File: src/rtl/elastic_pipe_pkg.sv
// Shared defaults and helpers for the elastic pipeline register.
package elastic_pipe_pkg;

  localparam int DEFAULT_WIDTH = 32;
  localparam int DEFAULT_DEPTH = 2;

  // Width needed to hold an occupancy value in 0..depth.
  function automatic int count_width(input int depth);
    return $clog2(depth + 1);
  endfunction

endpackage

File: src/rtl/elastic_pipe_if.sv
// Valid/ready handshake bundle covering both ends of the elastic pipeline.
interface elastic_pipe_if
  import elastic_pipe_pkg::*;
#(
  parameter int WIDTH = DEFAULT_WIDTH
);

  logic             in_valid;
  logic             in_ready;
  logic [WIDTH-1:0] d;
  logic             out_valid;
  logic             out_ready;
  logic [WIDTH-1:0] q;

  // master: the surrounding datapath; slave: the pipeline itself.
  modport master (
    output in_valid, d, out_ready,
    input  in_ready, out_valid, q
  );

  modport slave (
    input  in_valid, d, out_ready,
    output in_ready, out_valid, q
  );

endinterface

File: src/rtl/elastic_pipe_stage.sv
// One valid+data register of the elastic pipeline and its ready term.
module elastic_pipe_stage #(
  parameter int               WIDTH     = 32,
  parameter logic [WIDTH-1:0] RESET_VAL = '0
) (
  input  logic             clk,
  input  logic             reset,
  input  logic             en,
  input  logic             flush,
  input  logic             vin,
  input  logic [WIDTH-1:0] din,
  input  logic             rdy_next,
  output logic             v,
  output logic [WIDTH-1:0] data,
  output logic             rdy
);

  logic             v_q, v_d;
  logic [WIDTH-1:0] data_q, data_d;

  // An empty stage always accepts, which is what collapses bubbles.
  assign rdy = !v_q | rdy_next;

  always_comb begin
    v_d    = v_q;
    data_d = data_q;
    if (flush) begin
      v_d = 1'b0;
    end else if (en && rdy) begin
      v_d = vin;
      if (vin) data_d = din;
    end
  end

  always_ff @(posedge clk or negedge reset) begin
    if (!reset) begin
      v_q    <= 1'b0;
      data_q <= RESET_VAL;
    end else begin
      v_q    <= v_d;
      data_q <= data_d;
    end
  end

  assign v    = v_q;
  assign data = data_q;

endmodule

File: src/rtl/elastic_pipe.sv
// DEPTH-stage elastic pipeline register with stall, flush, freeze and occupancy count.
module elastic_pipe
  import elastic_pipe_pkg::*;
#(
  parameter int               WIDTH     = DEFAULT_WIDTH,
  parameter int               DEPTH     = DEFAULT_DEPTH,
  parameter logic [WIDTH-1:0] RESET_VAL = '0,
  localparam int              CW        = count_width(DEPTH)
) (
  input  logic          clk,
  input  logic          reset,
  input  logic          en,
  input  logic          flush,
  elastic_pipe_if.slave bus,
  output logic [CW-1:0] count
);

  logic [DEPTH-1:0] v_vec;
  logic [WIDTH-1:0] data_arr [DEPTH];

  for (genvar i = 0; i < DEPTH; i++) begin : g_stage
    logic             vin;
    logic [WIDTH-1:0] din;
    logic             rdy_nxt;
    logic             rdy_s;

    if (i == 0) begin : g_head
      assign vin = bus.in_valid;
      assign din = bus.d;
    end else begin : g_body
      assign vin = v_vec[i-1];
      assign din = data_arr[i-1];
    end

    // Each stage's ready lives in its own net so the chain is not one looped vector.
    if (i == DEPTH - 1) begin : g_tail
      assign rdy_nxt = bus.out_ready;
    end else begin : g_link
      assign rdy_nxt = g_stage[i+1].rdy_s;
    end

    elastic_pipe_stage #(
      .WIDTH    (WIDTH),
      .RESET_VAL(RESET_VAL)
    ) u_stage (
      .clk     (clk),
      .reset   (reset),
      .en      (en),
      .flush   (flush),
      .vin     (vin),
      .din     (din),
      .rdy_next(rdy_nxt),
      .v       (v_vec[i]),
      .data    (data_arr[i]),
      .rdy     (rdy_s)
    );
  end

  // Reset also blocks in_ready so nothing is offered while the pipe is held clear.
  assign bus.in_ready  = g_stage[0].rdy_s & en & !flush & reset;
  assign bus.out_valid = v_vec[DEPTH-1] & en & !flush;
  assign bus.q         = data_arr[DEPTH-1];

  always_comb begin
    count = '0;
    for (int i = 0; i < DEPTH; i++) begin
      count = count + CW'(v_vec[i]);
    end
  end

endmodule

File: src/flat_wrapper.sv
// flat-port wrapper written by rule: the top's interface ports become plain ports
module elastic_pipe_flat import elastic_pipe_pkg::*;
#(
  parameter int               WIDTH     = DEFAULT_WIDTH,
  parameter int               DEPTH     = DEFAULT_DEPTH,
  parameter logic [WIDTH-1:0] RESET_VAL = '0,
  localparam int              CW        = count_width(DEPTH)
)
  (clk, reset, en, flush, count, bus_in_valid, bus_d, bus_out_ready, bus_in_ready, bus_out_valid, bus_q);
  elastic_pipe_if #(.WIDTH(WIDTH)) bus_i ();
  input  logic clk;
  input  logic reset;
  input  logic en;
  input  logic flush;
  output logic [CW-1:0] count;
  input wire logic [$bits(bus_i.in_valid)-1:0] bus_in_valid;
  input wire logic [$bits(bus_i.d)-1:0] bus_d;
  input wire logic [$bits(bus_i.out_ready)-1:0] bus_out_ready;
  output wire logic [$bits(bus_i.in_ready)-1:0] bus_in_ready;
  output wire logic [$bits(bus_i.out_valid)-1:0] bus_out_valid;
  output wire logic [$bits(bus_i.q)-1:0] bus_q;
  assign bus_i.in_valid = bus_in_valid;
  assign bus_i.d = bus_d;
  assign bus_i.out_ready = bus_out_ready;
  assign bus_in_ready = bus_i.in_ready;
  assign bus_out_valid = bus_i.out_valid;
  assign bus_q = bus_i.q;
  elastic_pipe #(.WIDTH(WIDTH), .DEPTH(DEPTH), .RESET_VAL(RESET_VAL)) u_core (.clk(clk), .reset(reset), .en(en), .flush(flush), .bus(bus_i), .count(count));
endmodule
File: config.mk
export PLATFORM = sky130hd
export DESIGN_NAME = elastic_pipe_flat
export DESIGN_NICKNAME = d
export VERILOG_FILES = /design/src/rtl/elastic_pipe_pkg.sv /design/src/rtl/elastic_pipe_if.sv /design/src/rtl/elastic_pipe_stage.sv /design/src/rtl/elastic_pipe.sv /design/src/flat_wrapper.sv
export SDC_FILE = /design/constraint.sdc
export NUM_CORES = 1
export LEC_CHECK = 0
export ABC_AREA = 1
export CORE_ASPECT_RATIO = 0.7
export CORE_MARGIN = 2
export CORE_UTILIZATION = 35
export DETAILED_ROUTE_END_ITERATION = 12
export HOLD_SLACK_MARGIN = 0.08
export PLACE_DENSITY = 0.68
export RECOVER_POWER = 100
export SYNTH_ARGS = -nofsm -noshare
export SYNTH_HDL_FRONTEND = slang
export SYNTH_SLANG_ARGS = --single-unit
File: constraint.sdc
create_clock -name clk -period 1.18 [get_ports clk]
set_clock_uncertainty 0.1 [all_clocks]
set_input_delay 0.236 -clock clk [delete_from_list [all_inputs] [get_ports clk]]
set_output_delay 0.236 -clock clk [all_outputs]
set_load 0.01 [all_outputs]
==> results by group <==
Status
  • Status: complete, but fails checks
  • Failing checks: setup timing

Detailed routing
  • Post-route ant nets: 0
  • DRC errors left: 0
  • DRT Pass-1 Iters: 4
  • Final wirelength: 9113 microns
  • 1st-iter DRT viols: between 100 and 150
  • Vias per cell: 4.923
  • DR vias: 2,703
  • Wirelength per Cell: 16.60 microns

Yosys
  • Post-Syn Instances: 300
  • Dominant cell by count in the synthesized netlist: nand2_1
  • #FFs+latches synth: 66
  • Top cells by instance count after synthesis: nand2_1 (130), dfrtp_1 (66), nand3_1 (33)
  • Register area share after synthesis: 59.43%
  • Post-Syn Area: 0.002779 sq mm
  • Post-synth top area share: 59.43%
  • Avg Cell Area, Syn: 9.263 sq um
  • Library cells used by synthesis: 16
  • Syn_nets: 339
  • Main area contributors after synthesis: dfrtp_1 (59%), nand2_1 (18%), nand4_1 (7.2%), nand3_1 (5.9%), buf_6 (2.4%)
  • Synth Warn #: 0
  • Async S/R FF share, synth: 100.0%
  • Commonest register cell after synthesis: dfrtp_1
  • Cell accounting for the most synthesized area: dfrtp_1
  • Post-synth EDFFs: 0

Finish
  • Final nets: 483
  • Filler Cells Inserted: 662
  • Area grow syn2layout: 69.74%
  • Share of layout cells above drive strength 1: 39.73%
  • Area of the multi-input gates: 0.001120 sq mm
  • Diodes inserted: 0
  • Register area: 0.001652 sq mm

Placed design
  • HPWL Detailed: approximately 4500 microns
  • IO buf count: 73
  • RePlAce Congestion: a little under 0.8
  • Setup slack at placement: -0.6499 ns

Floorplan
  • Die H: between 70 and 80 microns
  • Initial Util: 35.76%
  • Io pins: 74
  • Die area: 0.008680 sq mm
  • Die Span X: 110.5 microns
  • FP Rows: 27
  • Core Footprint: 0.007770 sq mm

STA
  • Worst slew pin tran: just over 0.9 ns
  • Final hold viol count: 0
  • Worst slew margin: 39.32%
  • WHS: 0.1692 ns
  • Max Freq: 0.6448 GHz
  • Period minus WS final: between 1.5 and 2 ns
  • Period utilisation layout: 131.4%
  • Final Max Tran Viols: 0
  • TNS Setup: -20.39 ns
  • RSZ-0062 raised after global routing: true
  • Setup violations, final: 85
  • Final WS setup: -0.3708 ns

Critical path
  • Crit-path slowest cell: dfrtp_1
  • Max incr delay on CP: 0.40 ns
  • Worst Setup End Kind: primary output
  • CP arrival: 1.21 ns
  • CP max FO: 2
  • Critical Path RT: around 0.84 ns
  • CP cell instances: buf_6, nand3_4, nand3_2, nor2_1, buf_2
  • CP Launch Type: flip-flop
  • Kind of critical path: flip-flop to primary output

CTS
  • Hold buffers post-CTS: 0
  • Clk sink count: 66
  • Clk root buf: clkbuf_16
  • Clock-pin slew on the worst setup and hold paths: 0.06 ns
  • CTS tree: yes
  • Max Buffers Root-to-Sink: 2
  • Clock Latency Late Sink: 0.33 ns
  • CTS buffer count: 9
  • H-Tree Depth: 3

Worst hold path
  • HP Class: primary input to asynchronous set/reset pin

Pwr
  • Power density over cell area: roughly 1600 mW/mm^2
  • LEAKAGE: 0.002482 uW
  • Peak supply drop: slightly above 0.9 mV
  • Overall power: between 7000 and 8000 uW

Global route
  • First-pass GRT wire length: 14,120 microns
  • GRT Util Overall: 21.22%
  • Initial antenna violation count: 0
  • Pin count of the biggest net entering global routing: 67
  • Number of global-route vias before repair: 2,654
  • Remaining Overflow, GRT: 0

Job
  • Max Cap Viol: 0
==> repair_timing <==
action,CTS,global route
buffers inserted,21,20
pin swaps,1,23
gates cloned,9,2
endpoints found under the setup margin,101,102
resized for setup,173,47
==> cell type report <==
class                           instances  share of cell area (%)
Tap cell                              101                   2.679
Inverter                                6                  0.5305
Clock inverter                          6                  0.7427
Multi-Input combinational cell        206                   23.74
Clock buffer                            9                   4.775
Timing Repair Buffer                  155                   32.52
Sequential cell                        66                   35.01
==> cell usage in the layout, fill, tap and decap left out, types with 3 or more instances in the layout <==
| master | n |
|---|---|
| nand3_4 | 3 |
| nand3_2 | 10 |
| inv_1 | 4 |
| dfrtp_1 | 66 |
| nand3_1 | 23 |
| clkbuf_16 | 11 |
| buf_12 | 11 |
| buf_4 | 55 |
| nand2_2 | 20 |
| nand2_1 | 105 |
| buf_6 | 5 |
| buf_16 | 7 |
| buf_2 | 34 |
| nand2_4 | 5 |
| nand4_1 | 32 |
| clkdlybuf4s50_1 | 34 |
| clkinv_2 | 4 |
==> report_power, final <==
part | total, uW | switching (uW) | internal, uW
sequential | 3030 | 280 | 2750
clock | 2370 | 977 | 1390
combinational | 2100 | 917 | 1180
total | 7500 | 2170 | 5330
==> per-layer routing <==
metal	global-route usage, %	vias to the layer above	routed length, microns
met5	0	-	0
met4	6.000	0	44
met3	6.795	5	557
met2	34.36	88	4380
met1	27.62	1324	4131
li1	-	1286	-
==> kinds of logic after synthesis <==
| family | share of synthesized area, % |
|---|---|
| simple gates | 32.87 |
| flops | 59.43 |
| buf+inv | 6.303 |
| compound gates | 0.9457 |
| fa+ha+maj | 0.4502 |
==> critical path: cells and delay by family (launching register included) <==
family        cells  cell delay [ns]
simple gates      3             0.22
flops             1             0.40
buf+inv           2             0.27
==> registers in the layout, indices dropped and copies added, names as in the netlist <==
signal	flops
u_core.g_stage.u_stage.v	2
u_core.g_stage.u_stage.data	64
==> final timing paths <==
| path | start | end | slack, ns | cells past startpoint |
|---|---|---|---|---|
| hold reg to reg | u_core.g_stage[0].u_stage.data[8]$_DFFE_PN0P_ | u_core.g_stage[0].u_stage.data[8]$_DFFE_PN0P_ | 0.37 | 2 |
| max in group asynchronous | reset | u_core.g_stage[0].u_stage.v$_DFFE_PN0P_ | 0.21 | 2 |
| min in group clk | bus_d[3] | u_core.g_stage[0].u_stage.data[3]$_DFFE_PN0P_ | 0.37 | 3 |
| setup / recovery | u_core.g_stage[0].u_stage.v$_DFFE_PN0P_ | bus_in_ready | -0.37 | 5 |
| setup reg to reg | u_core.g_stage[0].u_stage.v$_DFFE_PN0P_ | u_core.g_stage[0].u_stage.data[31]$_DFFE_PN0P_ | -0.36 | 9 |
| hold / removal | reset | u_core.g_stage[1].u_stage.data[23]$_DFFE_PN0P_ | 0.17 | 2 |
==> metrics by stage <==
| stage | std cells | utilization [%] | area, sq um |
|---|---|---|---|
| after global routing | 549 | 60.71 | 4717 |
| final | 549 | 60.71 | 4717 |
| after CTS | 528 | 56.54 | 4393 |
| after floorplan | 300 | - | 2779 |
| after detailed placement | 483 | 48.24 | 3749 |
| after global placement | 483 | 48.24 | 3749 |
Power figures use the tool's default switching activity.
